$ cat src/rtl/obtc_pkg.sv
// rtl/obtc_pkg.sv - shared constants and types for the heavyhash reduce datapath
package obtc_pkg;
  localparam int HASH_W   = 256;
  localparam int NIB_W    = 4;
  localparam int PE_OUT_W = 14;
  localparam int ROWS     = 64;

  typedef enum logic [1:0] {
    IDLE,
    COLLECT,
    OUT
  } state_e;

  // One product nibble per matrix row; nib[r] is row r.
  typedef logic [ROWS-1:0][NIB_W-1:0] nib_arr_t;
endpackage

$ cat src/rtl/pe_nibble_trunc.sv
// rtl/pe_nibble_trunc.sv - combinational truncation of PE sums to product nibbles
module pe_nibble_trunc
  import obtc_pkg::*;
#(
  parameter int NUM_PE = 16,
  parameter int SHIFT  = 10
) (
  input  logic [NUM_PE*PE_OUT_W-1:0] sums,
  output logic [NUM_PE*NIB_W-1:0]    nibs
);

  // Bits of the shifted sum above the nibble are dropped, never saturated.
  for (genvar k = 0; k < NUM_PE; k++) begin : g_pe
    assign nibs[k*NIB_W +: NIB_W] = NIB_W'(sums[k*PE_OUT_W +: PE_OUT_W] >> SHIFT);
  end

endmodule

$ cat src/rtl/heavyhash_reduce.sv
// rtl/heavyhash_reduce.sv - collects PE row sums, packs nibbles and XORs with the SHA3 hash
module heavyhash_reduce
  import obtc_pkg::*;
#(
  parameter int NUM_PE = 16,
  parameter int SHIFT  = 10
) (
  input  logic                       clk,
  input  logic                       rst,
  input  logic [HASH_W-1:0]          hash_in,
  input  logic                       hash_valid,
  output logic                       hash_ready,
  input  logic [NUM_PE*PE_OUT_W-1:0] pe_out,
  input  logic                       pe_valid,
  output logic                       pe_ready,
  output logic [HASH_W-1:0]          res_out,
  output logic                       res_valid,
  input  logic                       res_ready,
  output logic                       busy,
  output logic                       drop_err
);

  localparam int PASSES = ROWS / NUM_PE;
  localparam int PASS_W = (PASSES > 1) ? $clog2(PASSES) : 1;
  localparam int ROW_W  = $clog2(ROWS);
  localparam logic [PASS_W-1:0] LAST_PASS = PASS_W'(PASSES - 1);

  state_e                   state_q, state_d;
  logic [PASS_W-1:0]        pass_q, pass_d;
  nib_arr_t                 nib_q, nib_d;
  logic [HASH_W-1:0]        hash_q, hash_d;
  logic [HASH_W-1:0]        res_q, res_d;
  logic                     res_valid_q, res_valid_d;
  logic                     pe_ready_q, pe_ready_d;
  logic                     hash_ready_q, hash_ready_d;
  logic                     busy_q, busy_d;
  logic                     drop_err_q, drop_err_d;
  logic [ROW_W-1:0]         row;
  logic [NUM_PE*NIB_W-1:0]  pass_nibs;

  pe_nibble_trunc #(
    .NUM_PE(NUM_PE),
    .SHIFT (SHIFT)
  ) u_trunc (
    .sums(pe_out),
    .nibs(pass_nibs)
  );

  always_comb begin
    state_d    = state_q;
    pass_d     = pass_q;
    nib_d      = nib_q;
    hash_d     = hash_q;
    res_d      = res_q;
    drop_err_d = drop_err_q;
    row        = '0;

    case (state_q)
      IDLE: begin
        if (hash_valid && hash_ready_q) begin
          hash_d  = hash_in;
          pass_d  = '0;
          state_d = COLLECT;
        end
      end
      COLLECT: begin
        if (pe_valid && pe_ready_q) begin
          for (int k = 0; k < NUM_PE; k++) begin
            row        = ROW_W'(int'(pass_q) * NUM_PE + k);
            nib_d[row] = pass_nibs[k*NIB_W +: NIB_W];
          end
          // The counter parks on the last pass instead of wrapping.
          if (pass_q == LAST_PASS) begin
            state_d = OUT;
          end else begin
            pass_d = pass_q + PASS_W'(1);
          end
        end
      end
      OUT: begin
        if (res_valid_q && res_ready) begin
          state_d = IDLE;
        end
      end
      default: state_d = IDLE;
    endcase

    if (pe_valid && (state_q != COLLECT)) begin
      drop_err_d = 1'b1;
    end

    // Result is frozen into res_q once, so it holds steady under backpressure.
    if ((state_q == COLLECT) && (state_d == OUT)) begin
      for (int i = 0; i < HASH_W / 8; i++) begin
        res_d[8*i +: 8] = {nib_d[2*i], nib_d[2*i+1]} ^ hash_q[8*i +: 8];
      end
    end

    hash_ready_d = (state_d == IDLE);
    pe_ready_d   = (state_d == COLLECT);
    res_valid_d  = (state_d == OUT);
    busy_d       = (state_d != IDLE);
  end

  always_ff @(posedge clk) begin
    if (rst) begin
      state_q      <= IDLE;
      pass_q       <= '0;
      nib_q        <= '0;
      hash_q       <= '0;
      res_q        <= '0;
      res_valid_q  <= 1'b0;
      pe_ready_q   <= 1'b0;
      hash_ready_q <= 1'b1;
      busy_q       <= 1'b0;
      drop_err_q   <= 1'b0;
    end else begin
      state_q      <= state_d;
      pass_q       <= pass_d;
      nib_q        <= nib_d;
      hash_q       <= hash_d;
      res_q        <= res_d;
      res_valid_q  <= res_valid_d;
      pe_ready_q   <= pe_ready_d;
      hash_ready_q <= hash_ready_d;
      busy_q       <= busy_d;
      drop_err_q   <= drop_err_d;
    end
  end

  assign hash_ready = hash_ready_q;
  assign pe_ready   = pe_ready_q;
  assign res_out    = res_q;
  assign res_valid  = res_valid_q;
  assign busy       = busy_q;
  assign drop_err   = drop_err_q;

endmodule
$ cat config.mk
export PLATFORM = sky130hd
export DESIGN_NAME = heavyhash_reduce
export DESIGN_NICKNAME = d
export VERILOG_FILES = /design/src/rtl/obtc_pkg.sv /design/src/rtl/pe_nibble_trunc.sv /design/src/rtl/heavyhash_reduce.sv
export SDC_FILE = /design/constraint.sdc
export NUM_CORES = 2
export LEC_CHECK = 0
export CAP_MARGIN = 20
export CORE_AREA = 2 2 289 291
export CTS_CLUSTER_DIAMETER = 30
export DETAILED_ROUTE_END_ITERATION = 10
export DIE_AREA = 0 0 291 293
export REMOVE_ABC_BUFFERS = 1
export SLEW_MARGIN = 10
export SYNTH_ARGS = -nofsm -noshare
export SYNTH_HDL_FRONTEND = slang
export SYNTH_SLANG_ARGS = --single-unit
$ cat constraint.sdc
create_clock -name clk -period 5.17 [get_ports clk]
set_input_delay 0.517 -clock clk [delete_from_list [all_inputs] [get_ports clk]]
set_output_delay 0.517 -clock clk [all_outputs]
set_load 0.05 [all_outputs]
# Word level (Yosys, flattened, before mapping)
# Index checks and enable logic that the tools add are counted.
# totals
regBits	777
# op_classes
add_sub_neg	16
order_cmp	32
n_eq_ne	9
muxes	59
bitwise_logic	32
reduce_logical	27
# op_table
op	count
$bwmux 256	16
$mux 256	2
$demux 4 s6	15
$xor 8x8->8	32
$lt 6x7->1 const B	16
$ge 6x1->1 const B	16
$mux 4	16
$add 6x4->6 const B	8
$add 6x3->6 const B	4
$logic_and 1x1->1	21
$mux 2	7
$add 6x2->6 const B	2
$demux 4 s2	1
$add 6x1->6 const B	1
$eq 2x2->1 const B	3
$ne 2x2->1 const B	3
$pmux 2 s3	1
$eq 2x1->1 const B	2
$logic_not 2->1	2
$pmux 2 s2	1
$reduce_and 4->1	1
$reduce_bool 2->1	2
$add 2x1->2 const B	1
$ne 2x1->1 const B	1
$reduce_and 2->1	1

# Logic depth before layout (Yosys ltp)
# logic_depth
word_depth	23
mapped_depth	8
mapped_depth_nobuf	6

# Modules after synthesis
# From an unflattened synthesis, not the netlist that was laid out.
# hier_totals
hier_cells	3659
area_unflattened_um2	31258.7
# by_module_without_submodules
mod	n_inst	cells_each	area_per_inst_um2
heavyhash_reduce	1	3595	30778.3
pe_nibble_trunc	1	64	480.5

# Worst setup path before layout
# OpenSTA, ideal clock, no wires.
# synth_timing
path_type	register -> register
from	register pe_ready_q (netlist: pe_ready)
to	register res_q[189] (netlist: res_out[189])
setup_ps	79
arrival_time_ps	1916
t_required_ps	5091
setup_slack_ps	3175
stages_incl_launch_ff	8
n_path_buf	3
synth_period_minus_slack_ps	1995
path_cell_list	dfxtp_1 > and4b_1 > buf_6 > nand2_1 > buf_2 > buf_1 > a2111o_1 > o211ai_1
# synth_between
elab_chain_len	5
word_cells_on_any_way	8
classes_between	eq/ne: 1; mux: 4; bitwise: 1; reduce/logical: 2
# synth_rtl
item	line	rtl
from (decl)	heavyhash_reduce.sv:34	logic pe_ready_q, pe_ready_d;
from (signal assigned)	heavyhash_reduce.sv:124	pe_ready_q <= pe_ready_d;
$logic_and 1x1->1 (*)	heavyhash_reduce.sv:67	if (pe_valid && pe_ready_q) begin
$mux 2	heavyhash_reduce.sv:67	
$pmux 2 s3	heavyhash_reduce.sv:58	case (state_q)
$eq 2x2->1	heavyhash_reduce.sv:93	if ((state_q == COLLECT) && (state_d == OUT)) begin
$logic_and 1x1->1	heavyhash_reduce.sv:93	
to (signal assigned)	heavyhash_reduce.sv:122	res_q <= res_d;
to (decl)	heavyhash_reduce.sv:32	logic [HASH_W-1:0] res_q, res_d;
# Every way passes the cells marked *; elsewhere a longest branch is shown, timed or not.
# A chain may end at the register's enable or synchronous reset.

# Worst setup path after layout
# layout_timing
from	register pass_q[0]
to	register res_q[31] (netlist: res_out[31])
# layout_between
elab_chain_len	23
word_cells_on_any_way	114
classes_between	add/sub: 15; order compare: 30; eq/ne: 2; mux: 50; bitwise: 1; reduce/logical: 16
# layout_rtl
item	line	rtl
from (decl)	heavyhash_reduce.sv:29	logic [PASS_W-1:0] pass_q, pass_d;
from (signal assigned)	heavyhash_reduce.sv:119	pass_q <= pass_d;
$add 6x1->6	heavyhash_reduce.sv:69	row = ROW_W'(int'(pass_q) * NUM_PE + k);
$lt 6x7->1 (implied by the code) or $ge 6x1->1 (tied branches)	heavyhash_reduce.sv:70	nib_d[row] = pass_nibs[k*NIB_W +: NIB_W];
$logic_and 1x1->1 (implied by the code)	heavyhash_reduce.sv:70	
$mux 4 (implied by the code)	heavyhash_reduce.sv:70	
$demux 4 s6	heavyhash_reduce.sv:70	
$bwmux 256 (15 in a row)	heavyhash_reduce.sv:70	
$mux 256	heavyhash_reduce.sv:67	
$mux 256	heavyhash_reduce.sv:58	
$xor 8x8->8	heavyhash_reduce.sv:95	res_d[8*i +: 8] = {nib_d[2*i], nib_d[2*i+1]} ^ hash_q[8*i +: 8];
# Several ways; a longest one is shown, not always the timed one.

==> reports/summary.txt <==
Worst-path maximum fanout - 68
Hold Vio Cnt, Final - 0
Util after Layout - 0.5324
Crit path capture type - flop
Setup Viol. Count Final - 0
Post-synth EDFFs - 0
Area Overhead vs Synth - 41.57%
Crit path cell chain - inv_1, ha_4, nand2_4, buf_12, a2111o_1, o211ai_1
Final wirelength - 99670 µm
Max stage delay on crit path - 0.62 ns
IO buf count - 585
Sw Share - 0.2228
DRC viols - 0
Crit path launch type - flop
Syn. warnings - 0
Gr usage total - 0.2271
Worst-path clk slew - 0.04 ns
Pre-antenna DRT Iters - 5
Post-Synthesis Cells - 3595
Pin count of the biggest net entering global routing - 188
Most used flip-flop cell after synthesis - dfxtp_1
Power share of the combinational group - 0.055
H-tree Lvls - 4
Fin nets - 4533
Area of the multi-input gates - 15130 µm²
Unrepaired setup endpoints after global routing - no
FF+latch area - 14270 µm²
Flop pwr share - 0.313
Avg WL per Cell - 18.94 µm
Skew-Pair Late Insertion Delay - 0.74 ns
Io pins - 746
Slew Limit Fails - 0
CTS max path bufs - 3
Hold Path Stages - 2
Async S/R FF share, synth - 0
Pwr/cell area - 423.9 nW/µm²
Cts repair resizes - 0
Vias in the first global route - 26.28k
Placed cell count - 4938
Max_slew headroom - 0.3810
Initial core utilization - 0.3760
Arrival time at the worst endpoint - 3.60 ns
Initial DRC Count - 1561
Setup CP Type - flop to flop
First-pass GRT wire length - 153500 µm
Fmax - 334.6 MHz
Die area - 85260 µm²
CTS Buf Count - 173
Die Span Y - 293 µm
Leak - 0.01526 µW
WP data required - 5.78 ns
Number of fillers in the final layout - 7578
CORE AREA - 81850 µm²
Share of post-route cells with drive strength above 1 - 0.08238
Avg Cell Area, Syn - 8.561 µm²
Reg2Reg Depth - 6
Post-route ant nets - 0
Clock Sinks - 713
Peak supply drop - 0.2536 mV
DR vias - 27.94k
CP max stage cell - nand2_4
Netlist cell types - 26
Root Driver - clkbuf_16
Tcrit/Tclk final - 0.5780
Vias per cell - 5.309
Slack of the worst reg-to-reg path - 2.18 ns
Final min period - 2.989 ns
Hpwl dp - 61230 µm
Share of the yosys chip area belonging to registers - 0.4638
Hold Buf Count CTS - 0
Share of total power in the clock network - 0.632
Chip width - 291 µm
Post-CTS setup buffer count - 0
Sw power - 4116 µW
Synthesized area - 30780 µm²
Outcome - finished, final reports clean
Min-Delay Path Class - primary input to flop
Slew @ Worst Pin - 0.9284 ns
Number of max-cap violations - 0
Non-filler cells, final - 5263
Rows - 105
GPL Wtd Cong - 0.8005
Layout Skew - 0.06035 ns
Int Pwr - 14360 µW
Initial antenna violation count - 12
#FFs+latches synth - 713
Remaining Overflow, GRT - 0
CTS tree - yes
[worst paths after layout]
kind	from	to
worst min-delay path	rst	nib_q[50]
worst max-delay path	pass_q[0]	res_out[31]
worst min register to register	hash_q[69]	hash_q[69]
worst max register to register	pass_q[0]	res_out[31]
[per-layer routing]
metal	global-route usage	up-vias	wire length [µm]
met5	0	-	99
met4	0.07507	14	2235
met3	0.07247	164	7387
met2	0.3584	738	45300
met1	0.2934	13280	44650
li1	-	13740	-
[critical path, delay by kind of cell, from the launching register on]
family	cells	cell delay (ns)
AO/OA/AOI/OAI	2	0.59
adder cells (fa/ha/maj)	1	0.52
buffers and inverters	2	0.59
flip-flops	1	0.36
AND/OR/NAND/NOR	1	0.62
[logic make-up (layout without fill, tap and decap cells)]
group | after synthesis | count (layout) | share of synthesized area
and+or+nand+nor | 1559 | 1559 | 0.2614
AOI/OAI and AO/OA | 902 | 902 | 0.2068
DFF | 713 | 713 | 0.4638
buffers and inverters | 351 | 944 | 0.04764
xor gates and xnor gates | 64 | 64 | 0.01821
adders and majority gates | 4 | 4 | 0.001626
muxes | 2 | 2 | 0.0006505
other | 0 | 5 | 0
[cells in the mapped netlist, types with 3 or more instances]
library cell / number / share of area
a2111o_1: 192 / 0.070
a211oi_1: 64 / 0.016
a21oi_1: 452 / 0.073
and3_1: 193 / 0.039
buf_1: 31 / 0.0038
buf_2: 40 / 0.0065
buf_6: 12 / 0.0044
clkbuf_1: 258 / 0.031
clkbuf_2: 7 / 0.0011
dfxtp_1: 713 / 0.46
ha_1: 4 / 0.0016
inv_1: 3 / 0.00037
nand2_1: 517 / 0.063
nand2b_1: 194 / 0.039
nand3b_1: 193 / 0.047
nor2_1: 264 / 0.032
o211ai_1: 192 / 0.047
or3_1: 192 / 0.039
xnor2_1: 64 / 0.018
[flip-flops by register name (all words and copies together), names as in the netlist, 2 cells and up]
| register | cells |
|---|---|
| hash_q | 256 |
| res_out | 256 |
| nib_q | 192 |
| pass_q | 2 |
| state_q | 2 |
[cell usage in the layout, fill, tap and decap left out, types with 24 or more instances in the layout]
master           instances
a2111o_1               192
a211oi_1                64
a21oi_1                452
and3_1                 192
bufinv_16               28
clkbuf_1                24
clkbuf_16              175
clkbuf_8                45
clkdlybuf4s50_1        584
clkinv_2                30
dfxtp_1                713
nand2_1                514
nand2b_1               194
nand3b_1               193
nor2_1                 263
o211ai_1               192
or3_1                  192
xnor2_1                 64
[stage by stage]
| stage | TNS, ns | power [µW] | area [µm²] | hold WS [ns] | setup slack (ns) |
|---|---|---|---|---|---|
| after floorplan | -1301.61 | 6321 | 29320 | 0.4394 | -5.175 |
| after global placement | 0 | 6891 | 37110 | 0.4536 | 1.854 |
| after detailed placement | 0 | 6898 | 37110 | 0.4584 | 1.883 |
| after CTS | 0 | 18680 | 43530 | 0.2263 | 2.138 |
| after global routing | 0 | 19100 | 43570 | 0.2551 | 2.058 |
| final | 0 | 18470 | 43570 | 0.2380 | 2.181 |
[area by class of cell]
| type | count | share of cell area |
|---|---|---|
| diodes | 5 | 0.0002871 |
| multi-input cells | 2531 | 0.3472 |
| inverters | 3 | 0.0002584 |
| repair buffers | 622 | 0.1465 |
| well taps | 1070 | 0.03072 |
| clock inverters | 75 | 0.03067 |
| flip-flops and latches | 713 | 0.3276 |
| clock buffers | 244 | 0.1168 |
[power by group through the flow]
stage / registers (µW) / logic [µW] / clock network, µW
final: 5780 / 1020 / 11700
after global routing: 5790 / 1120 / 12200
after CTS: 5770 / 1030 / 11900
after detailed placement: 5870 / 1030 / 0
after global placement: 5870 / 1020 / 0
after floorplan: 5860 / 464 / 0
Power figures use the tool's default switching activity.
